### src/rtl/mem_arbiter_pkg.sv
// Shared definitions for the memory-port arbiter: FSM state encodings,
// owner identifiers and default geometry of the burst interface.
// Optional round-robin tie-break is selected by MEM_ARB_RR_EN.
package mem_arbiter_pkg;

    typedef enum logic [1:0] {
        ST_IDLE = 2'd0,
        ST_CMD  = 2'd1,
        ST_WR   = 2'd2,
        ST_RD   = 2'd3
    } state_t;

    typedef enum logic {
        OWN_IC = 1'b0,
        OWN_DC = 1'b1
    } owner_t;

    localparam int DEF_ADDR_W = 28;
    localparam int DEF_DATA_W = 128;
    localparam int DEF_BURST  = 4;
    localparam int DEF_BEAT_W = $clog2(DEF_BURST);

    // The requester that is not 'who'; used for round-robin tie-breaking.
    function automatic owner_t other_owner(input owner_t who);
        return (who == OWN_IC) ? OWN_DC : OWN_IC;
    endfunction

endpackage

### src/rtl/mem_arb_pick.sv
// Combinational grant selection between icache and dcache requests.
// Without MEM_ARB_RR_EN a tie goes to the dcache; with MEM_ARB_RR_EN
// a tie goes to whichever requester did not win the previous grant.
import mem_arbiter_pkg::*;

module mem_arb_pick (
    input  logic   i_ic_valid,
    input  logic   i_dc_valid,
`ifdef MEM_ARB_RR_EN
    input  owner_t i_last_owner,
`endif
    output logic   o_grant_any,
    output owner_t o_grant_owner
);

    // Pick a winner; a lone requester always wins.
    always_comb begin
        o_grant_any   = i_ic_valid | i_dc_valid;
        o_grant_owner = OWN_IC;
        if (i_dc_valid && !i_ic_valid) begin
            o_grant_owner = OWN_DC;
        end else if (i_dc_valid && i_ic_valid) begin
`ifdef MEM_ARB_RR_EN
            o_grant_owner = other_owner(i_last_owner);
`else
            o_grant_owner = OWN_DC;
`endif
        end
    end

endmodule

### src/rtl/mem_arbiter.sv
// Shares the off-chip memory port between icache and dcache misses:
// arbitration in IDLE, command phase in CMD, then a fixed-length write
// (WR) or read (RD) burst. Read beats are routed back with zero latency.
// Define MEM_ARB_RR_EN for round-robin tie-breaking instead of dcache priority.
import mem_arbiter_pkg::*;

module mem_arbiter #(
    parameter  int ADDR_W = DEF_ADDR_W,
    parameter  int DATA_W = DEF_DATA_W,
    parameter  int BURST  = DEF_BURST,
    localparam int BEAT_W = $clog2(BURST)
) (
    input  logic              clk,
    input  logic              rst,
    input  logic              ic_req_valid,
    input  logic [ADDR_W-1:0] ic_req_addr,
    output logic              ic_req_ready,
    output logic              ic_resp_valid,
    input  logic              dc_req_valid,
    input  logic              dc_req_rnw,
    input  logic [ADDR_W-1:0] dc_req_addr,
    output logic              dc_req_ready,
    input  logic [DATA_W-1:0] dc_wdata,
    output logic [BEAT_W-1:0] dc_wbeat,
    output logic              dc_resp_valid,
    output logic [DATA_W-1:0] resp_data,
    output logic              resp_last,
    output logic              mem_req_valid,
    output logic              mem_req_rnw,
    output logic [ADDR_W-1:0] mem_req_addr,
    input  logic              mem_req_ready,
    output logic              mem_wdata_valid,
    output logic [DATA_W-1:0] mem_wdata,
    input  logic              mem_wdata_ready,
    input  logic              mem_rdata_valid,
    input  logic [DATA_W-1:0] mem_rdata,
    output logic              stall
);

    localparam logic [BEAT_W-1:0] LAST_BEAT = BEAT_W'(BURST - 1);

    state_t              r_state;
    owner_t              r_owner;
    logic                r_rnw;
    logic [ADDR_W-1:0]   r_addr;
    logic [BEAT_W-1:0]   r_beat;

    logic                w_grant_any;
    owner_t              w_grant_owner;
    logic                w_idle;
    logic                w_grant;
    logic                w_rd_beat;

`ifdef MEM_ARB_RR_EN
    owner_t              r_last_owner;
`endif

    mem_arb_pick u_pick (
        .i_ic_valid    (ic_req_valid),
        .i_dc_valid    (dc_req_valid),
`ifdef MEM_ARB_RR_EN
        .i_last_owner  (r_last_owner),
`endif
        .o_grant_any   (w_grant_any),
        .o_grant_owner (w_grant_owner)
    );

    assign w_idle    = (r_state == ST_IDLE);
    assign w_grant   = w_idle & w_grant_any;
    assign w_rd_beat = (r_state == ST_RD) & mem_rdata_valid;

    // Main sequencer: latch the winning request, then run command and burst.
    always_ff @(posedge clk or posedge rst) begin
        if (rst) begin
            r_state <= ST_IDLE;
            r_owner <= OWN_IC;
            r_rnw   <= 1'b1;
            r_addr  <= '0;
            r_beat  <= '0;
        end else begin
            case (r_state)
                ST_IDLE: begin
                    if (w_grant_any) begin
                        r_owner <= w_grant_owner;
                        r_rnw   <= (w_grant_owner == OWN_IC) ? 1'b1 : dc_req_rnw;
                        r_addr  <= (w_grant_owner == OWN_IC) ? ic_req_addr : dc_req_addr;
                        r_state <= ST_CMD;
                    end
                end
                ST_CMD: begin
                    if (mem_req_ready) begin
                        r_beat  <= '0;
                        r_state <= r_rnw ? ST_RD : ST_WR;
                    end
                end
                ST_WR: begin
                    if (mem_wdata_ready) begin
                        r_beat <= r_beat + BEAT_W'(1);
                        if (r_beat == LAST_BEAT) begin
                            r_state <= ST_IDLE;
                        end
                    end
                end
                ST_RD: begin
                    if (mem_rdata_valid) begin
                        r_beat <= r_beat + BEAT_W'(1);
                        if (r_beat == LAST_BEAT) begin
                            r_state <= ST_IDLE;
                        end
                    end
                end
                default: r_state <= ST_IDLE;
            endcase
        end
    end

`ifdef MEM_ARB_RR_EN
    // Remember the most recent winner so the next tie goes the other way.
    always_ff @(posedge clk or posedge rst) begin
        if (rst) begin
            r_last_owner <= OWN_IC;
        end else if (w_grant) begin
            r_last_owner <= w_grant_owner;
        end
    end
`endif

    // Output decode from the registered state and latched command.
    always_comb begin
        ic_req_ready    = w_grant & (w_grant_owner == OWN_IC);
        dc_req_ready    = w_grant & (w_grant_owner == OWN_DC);
        mem_req_valid   = (r_state == ST_CMD);
        mem_req_rnw     = r_rnw;
        mem_req_addr    = r_addr;
        mem_wdata_valid = (r_state == ST_WR);
        mem_wdata       = dc_wdata;
        dc_wbeat        = r_beat;
        ic_resp_valid   = w_rd_beat & (r_owner == OWN_IC);
        dc_resp_valid   = w_rd_beat & (r_owner == OWN_DC);
        resp_data       = mem_rdata;
        resp_last       = w_rd_beat & (r_beat == LAST_BEAT);
        stall           = ~w_idle | ic_req_valid | dc_req_valid;
    end

endmodule
### config.mk
export PLATFORM = sky130hd
export DESIGN_NAME = mem_arbiter
export DESIGN_NICKNAME = d
export VERILOG_FILES = /design/src/rtl/mem_arbiter_pkg.sv /design/src/rtl/mem_arb_pick.sv /design/src/rtl/mem_arbiter.sv
export SDC_FILE = /design/constraint.sdc
export NUM_CORES = 1
export LEC_CHECK = 0
export CAP_MARGIN = 20
export CORE_AREA = 2 2 236 238
export CTS_BUF_LIST = sky130_fd_sc_hd__clkbuf_8 sky130_fd_sc_hd__clkbuf_16
export DETAILED_ROUTE_END_ITERATION = 12
export DIE_AREA = 0 0 238 240
export GPL_TIMING_DRIVEN = 0
export HOLD_SLACK_MARGIN = 0.08
export SETUP_SLACK_MARGIN = 0.15
export SYNTH_ARGS = -nofsm -noshare
export SYNTH_HDL_FRONTEND = slang
export SYNTH_SLANG_ARGS = --single-unit
export TNS_END_PERCENT = 50
### constraint.sdc
create_clock -name clk -period 2.2 [get_ports clk]
set_clock_uncertainty 0.1 [all_clocks]
set_input_delay 0.44 -clock clk [delete_from_list [all_inputs] [get_ports clk]]
set_output_delay 0.44 -clock clk [all_outputs]
set_load 0.01 [all_outputs]
==> out/metrics.yaml <==
status: "finished clean"
yosys.cell_count.top_type: "sky130_fd_sc_hd__buf_4"
cellInternalPower_mw: 3.12
synth.ff_latch_count: 34
synthesis.nets: 715
post_route_cells_drive_above_1_share: 0.411
globalRoute.busiestLayer: "met2"
number_of_antenna_violations_at_the_first_check_in_global_routing: 5
met2_usage: 0.120
synth_cell_type_count: 28
dp_hpwl_mm: 17.9
cap_violations: 0
yosysSeqAreaShare: 0.234
reg2reg_setup_slack_ns: 0.28
finalHoldViolations: 0
vias: 4047
vertical_extent_of_the_die_um: 240
cts.hold.buffers_added: 0
synthTopCellsByArea: "sky130_fd_sc_hd__buf_4 53%, sky130_fd_sc_hd__dfrtp_1 23%, sky130_fd_sc_hd__a221o_1 7.7%, sky130_fd_sc_hd__nor4b_1 4.6%, sky130_fd_sc_hd__nor4b_2 3.7%"
drt_first_iter_violations: 78
ctsLongestPathBuffers: 2
grt_pass1_wl_mm: 26.6
grt_overflow_total: 0
r2r_end: "mem_req_addr[4]$_DFFE_PP0P_"
gr-usage-all-layers: 0.0675
worstSetupPathType: "flop to output port"
worst-endpoint-required_ns: 1.66
die_x_um: 238
hold_slack_ns: 0.341
max_freq_mhz: 474
largest_fanout_on_the_critical_path: 6
yosysTopAreaCell: "sky130_fd_sc_hd__buf_4"
power.share.combinational: 0.597
power_frac_clock: 0.173
wl_per_cell_um: 14.4
floorplan.die_area_um2: 57100
syn2layout_area_growth_pct: 133
gp_routability_congestion: 0.762
via_per_inst: 2.73
dr_drc_count: 0
final-seq-area_um2: 852
design.portCount: 615
yosys_warning_count: 0
first_pass_iters: 4
pin_count_of_the_biggest_net_entering_global_routing: 25
worst_setup_sp_type: "flop"
core_um2: 54700
slew_viol_final: 0
cells_after_synth: 394
synth_edf_count: 0
nFillCells: 6132
clkLatencyLatePin_ns: 0.32
power.sequential.fraction: 0.230
async_flop_share: 1.00
post_synth.cell_area_avg_um2: 9.23
use_met1: 0.0771
finish.net_count: 1096
netlist.area_leader.share: 0.530
fin_cells: 1481
rsz_0062_raised_after_global_routing: "true"
buffer_ports.inserted: 358
vdd_ir_max_uv: 248
final-setup-viol-count: 0
clk_pin_slew_worst_paths_ns: 0.08
cts_root_buffer: "sky130_fd_sc_hd__clkbuf_16"
ys_top_cells_by_count: "257 x sky130_fd_sc_hd__buf_4, 33 x sky130_fd_sc_hd__dfrtp_1, 28 x sky130_fd_sc_hd__a221o_1, 19 x sky130_fd_sc_hd__nor4b_1, 9 x sky130_fd_sc_hd__nor4b_2"
dpl.cell_count: 1460
drt_wl_total_mm: 21.3
cts.sinks: 34
synth_top_flop_cell: "sky130_fd_sc_hd__dfrtp_1"
post-route-period-util: 0.959
final_period_minus_worst_setup_slack_ns: 2.11
worstMarginPinSlew_ns: 0.611
route.antenna.remaining_nets: 0
initial_utilization: 0.0666
slew-limit-headroom: 0.593
cts_inserted_buffers: 5
setup_tns_ns: 0
switching_power_mw: 1.78
number_of_core_rows: 86
timing.critical_path.arrival_ns: 1.57
power_density_nw_per_um2: 578
syn-cell-area_um2: 3640
r2r_cells: 5
cts_htree_levels: 2
static_leak_nw: 3.53
tightest_hold_check_type: "input port to async pin"
rr_startpoint: "r_state[0]$_DFFE_PP0P_"
globalRouteMet3Util: 0.0173
cts_tree: "built"
setup.worst_path.end_class: "output port"
vias_in_the_first_global_route: 4042
p_sw_frac: 0.363
power_mw: 4.90
finish.utilization: 0.155
multi_input_comb_area_um2: 788
## layout make-up
| class | instances | area share |
|---|---|---|
| repair buffers | 374 | 0.440 |
| plain buffers | 273 | 0.243 |
| well taps | 704 | 0.104 |
| flip-flops and latches | 34 | 0.100 |
| multi-input cells | 83 | 0.0930 |
| clock buffers | 5 | 0.0148 |
| clock inverters | 3 | 0.00207 |
| inverters | 4 | 0.00207 |
| diodes | 1 | 0.000295 |
## routing by layer
| metal | share of wire | wire length [um] |
|---|---|---|
| met1 | 0.38 | 8180 |
| met2 | 0.52 | 11000 |
| met3 | 0.076 | 1610 |
| met4 | 0.022 | 471 |
| met5 | 0 | 0 |
## power groups by stage
stage               sequential (mW)  clock (mW)  combinational [mW]
CTS                            1.12       0.928                2.95
finish                         1.12       0.848                2.93
global placement               1.12           0                2.79
global route                   1.16       0.943                3.11
floorplan                      1.22           0                1.13
detailed placement             1.11           0                2.86
## logic make-up after synthesis
kind of cell | count (synthesis) | synth area share
DFF | 34 | 0.234
adders and majority gates | 1 | 0.00344
AOI/OAI and AO/OA | 37 | 0.0939
and+or+nand+nor | 43 | 0.104
muxes | 2 | 0.00585
buffers and inverters | 277 | 0.559
## stage by stage
step	setup slack (ns)	area, um2
2_1_floorplan	0.558	3640
4_1_cts	-0.00135	8450
3_5_place_dp	-1.04	8180
6_report	0.0896	8480
3_3_place_gp	-1.50	8100
5_1_grt	-0.0144	8480
## cells in the final DEF (no fill, tap or decap), types with 4 or more instances in the layout
cell	synthesis	layout
sky130_fd_sc_hd__clkbuf_16	0	5
sky130_fd_sc_hd__nor4b_1	19	19
sky130_fd_sc_hd__buf_2	6	5
sky130_fd_sc_hd__dfrtp_1	33	33
sky130_fd_sc_hd__a221o_1	28	28
sky130_fd_sc_hd__clkdlybuf4s50_1	0	348
sky130_fd_sc_hd__nor4b_2	9	9
sky130_fd_sc_hd__nor2_1	7	4
sky130_fd_sc_hd__buf_4	257	269
sky130_fd_sc_hd__buf_6	3	8
## registers in the layout, indices dropped and copies added, names as in the netlist
| register | count |
|---|---|
| r_state | 2 |
| r_owner | 1 |
| mem_req_rnw | 1 |
| mem_req_addr | 28 |
| dc_wbeat | 2 |
## worst max-delay path: stages, from the launching register on
cell,delay (ns)
sky130_fd_sc_hd__dfrtp_1,0.38
sky130_fd_sc_hd__buf_6,0.14
sky130_fd_sc_hd__nor2_4,0.17
sky130_fd_sc_hd__o21ai_2,0.08
sky130_fd_sc_hd__clkbuf_8,0.15
sky130_fd_sc_hd__buf_16,0.13
sky130_fd_sc_hd__nor2_4,0.08
sky130_fd_sc_hd__buf_6,0.11
## worst max path at each step
stage,startpoint,endpoint,slack (ns),depth (start not counted)
2_1_floorplan,dc_req_valid,stall,0.56,3
3_3_place_gp,dc_req_valid,stall,-1.50,5
3_5_place_dp,dc_req_valid,dc_req_ready,-1.04,6
4_1_cts,r_state[0]$_DFFE_PP0P_,ic_req_ready,-0.001,7
5_1_grt,r_state[1]$_DFFE_PP0P_,ic_req_ready,-0.01,7
6_report,r_state[1]$_DFFE_PP0P_,ic_req_ready,0.09,7
## repair_timing
item	4_1_cts	5_1_grt
gates resized for setup	43	10
buffers inserted	8	4
pin swaps	3	2
setup endpoints to repair	28	5
endpoints found under the hold margin	0	0
Note: power is estimated with default switching activity, not from simulation.
==> RTL change, RTL diff (same flow settings) <==
`DEF_BURST`: 4 -> 2.
--- a/src/rtl/mem_arbiter_pkg.sv
+++ b/src/rtl/mem_arbiter_pkg.sv
@@ -18,5 +18,5 @@
     localparam int DEF_ADDR_W = 28;
     localparam int DEF_DATA_W = 128;
-    localparam int DEF_BURST  = 4;
+    localparam int DEF_BURST  = 2;
     localparam int DEF_BEAT_W = $clog2(DEF_BURST);
 
Interface: changed (resized dc_wbeat); port bits go from 615 to 614. No check against the original RTL was run, so the function may have changed too.
==> RTL change against the original RTL <==
Power rose by 5.8%; count of clock-buffer cells in the layout is 1 higher; sequential cell count decreased by 1; area after synthesis decreased by 1.2%; critical path depth unchanged; wire length decreased by 8.8%; first-iteration DRC count fell by 24%; maximum frequency is 1.4% higher; worst setup slack better by 0.029 ns; cell area down 1.1%; die area stayed put; synthesized cell count down 0.25%.
==> RTL change: results (changes against the original RTL) <==
vias in the first global route: 3984 (-1.4%)
final hold slack: 0.2868 ns (-0.05381 ns)
placed cell area: 8069 µm² (-1.4%)
routed vias: 3916 (-3.2%)
VDD IR max: 0.4423 mV (+79%)
global-route wire length before repair: 24550 µm (-7.7%)
Reg-to-Reg Start: r_state[1]
Max transition margin: 54.08% (-5.2 points)
routed len/inst: 13.19 µm (-8.2%)
clock latency on the worst-skew pair: 0.30 ns (-0.02 ns)
most frequent cells after synthesis: buf_4 (257), dfrtp_1 (32), a221o_1 (28)
Worst Path Arrival: 1.54 ns (-0.03 ns)
Synth cell types: 29 (+3.6%)
largest net degree at the start of global routing: 26 (+4.0%)
worst hold path class: in2async
DP Wirelength: 17200 µm (-4.0%)
net total in the final layout: 1086 (-0.91%)
initial antenna violation count: 2 (-3)
syn nets: 713 (-0.28%)
CTS clock-pin slew for the worst setup and hold paths: 0.06 ns (-0.02 ns)
gp weighted congestion: 0.7795 (+2.3%)
Leak Pwr: 3.483 nW (-1.2%)
max FFs per register: 28 (unchanged)
status: complete, no violations
gr usage total: 6.139% (-0.61 points)
DRT iter0 DRCs: 59 (-24%)
Area contributors post-synth: buf_4 (54%), dfrtp_1 (22%), a221o_1 (7.8%), nor4b_1 (4.6%), nor4b_2 (3.8%)
reg2reg end: mem_req_addr[11]
pre-CTS WS: -1.103 ns (-0.06337 ns)
IO buf count: 357 (-0.28%)
[RTL change: worst max path at each step]
stage                      start           end  cells past startpoint
finish                r_state[0]  ic_req_ready                      7
global route          r_state[0]  ic_req_ready                      7
CTS                   r_state[0]  dc_req_ready                      6
detailed placement  dc_req_valid  dc_req_ready                      5
global placement    dc_req_valid  dc_req_ready                      5
floorplan             r_state[1]  ic_req_ready                      5
[RTL change: cell families (layout without fill, tap and decap cells)]
kind of cell,after synthesis,in the layout,synth area share [%]
AOI/OAI and AO/OA,38,38,9.607
muxes,1,1,0.3132
other,0,1,0
buffers and inverters,277,651,56.63
DFF,33,33,23.01
and+or+nand+nor,44,44,10.44
[RTL change: what timing repair did]
action,in CTS,in global routing
endpoints found under the setup margin,31,6
gates resized for setup,45,1
pin swaps,3,0
cloned,0,0
buffers inserted,5,3
[RTL change: final cells by class]
cell class,instances,area [µm²]
Clock inverter,2,33.78
Clock buffer,6,138.9
Tap cell,704,880.8
Multi-Input combinational cell,83,765.7
Antenna cell,1,2.502
Sequential cell,33,827.0
Inverter,4,17.52
Timing Repair Buffer,366,3649
Fill cell,6149,46280
Buffer,273,2072
[RTL change: per-stage QoR]
step / instances / setup TNS (ns) / power [W]
3_5_place_dp: 1455 / -16.96 / 0.004201
6_report: 1472 / 0 / 0.005183
4_1_cts: 1468 / 0 / 0.005308
3_3_place_gp: 1454 / -25.18 / 0.004175
2_1_floorplan: 393 / 0 / 0.002477
5_1_grt: 1472 / 0 / 0.005522
[RTL change: report_power, final]
group | switching, W | total (W) | leakage, nW | internal, W
registers | 0.000211 | 0.00113 | 0.402 | 0.000915
logic | 0.00131 | 0.00316 | 2.99 | 0.00185
clock network | 0.000336 | 0.000899 | 0.0883 | 0.000563
total | 0.00186 | 0.00518 | 3.48 | 0.00332
[RTL change: layer usage]
metal | wire, µm | up-vias | track usage (%)
met3 | 1725 | 15 | 1.975
met5 | 0 | - | 0
met4 | 456 | 0 | 2.689
met1 | 6917 | 1781 | 6.380
li1 | - | 1811 | -
met2 | 10320 | 309 | 11.29
[RTL change: critical path, delay by kind of cell (launching register included)]
kind	cells	cell delay, ns
buffers and inverters	4	0.55
flip-flops	1	0.37
AND/OR/NAND/NOR	2	0.22
AO/OA/AOI/OAI	1	0.08
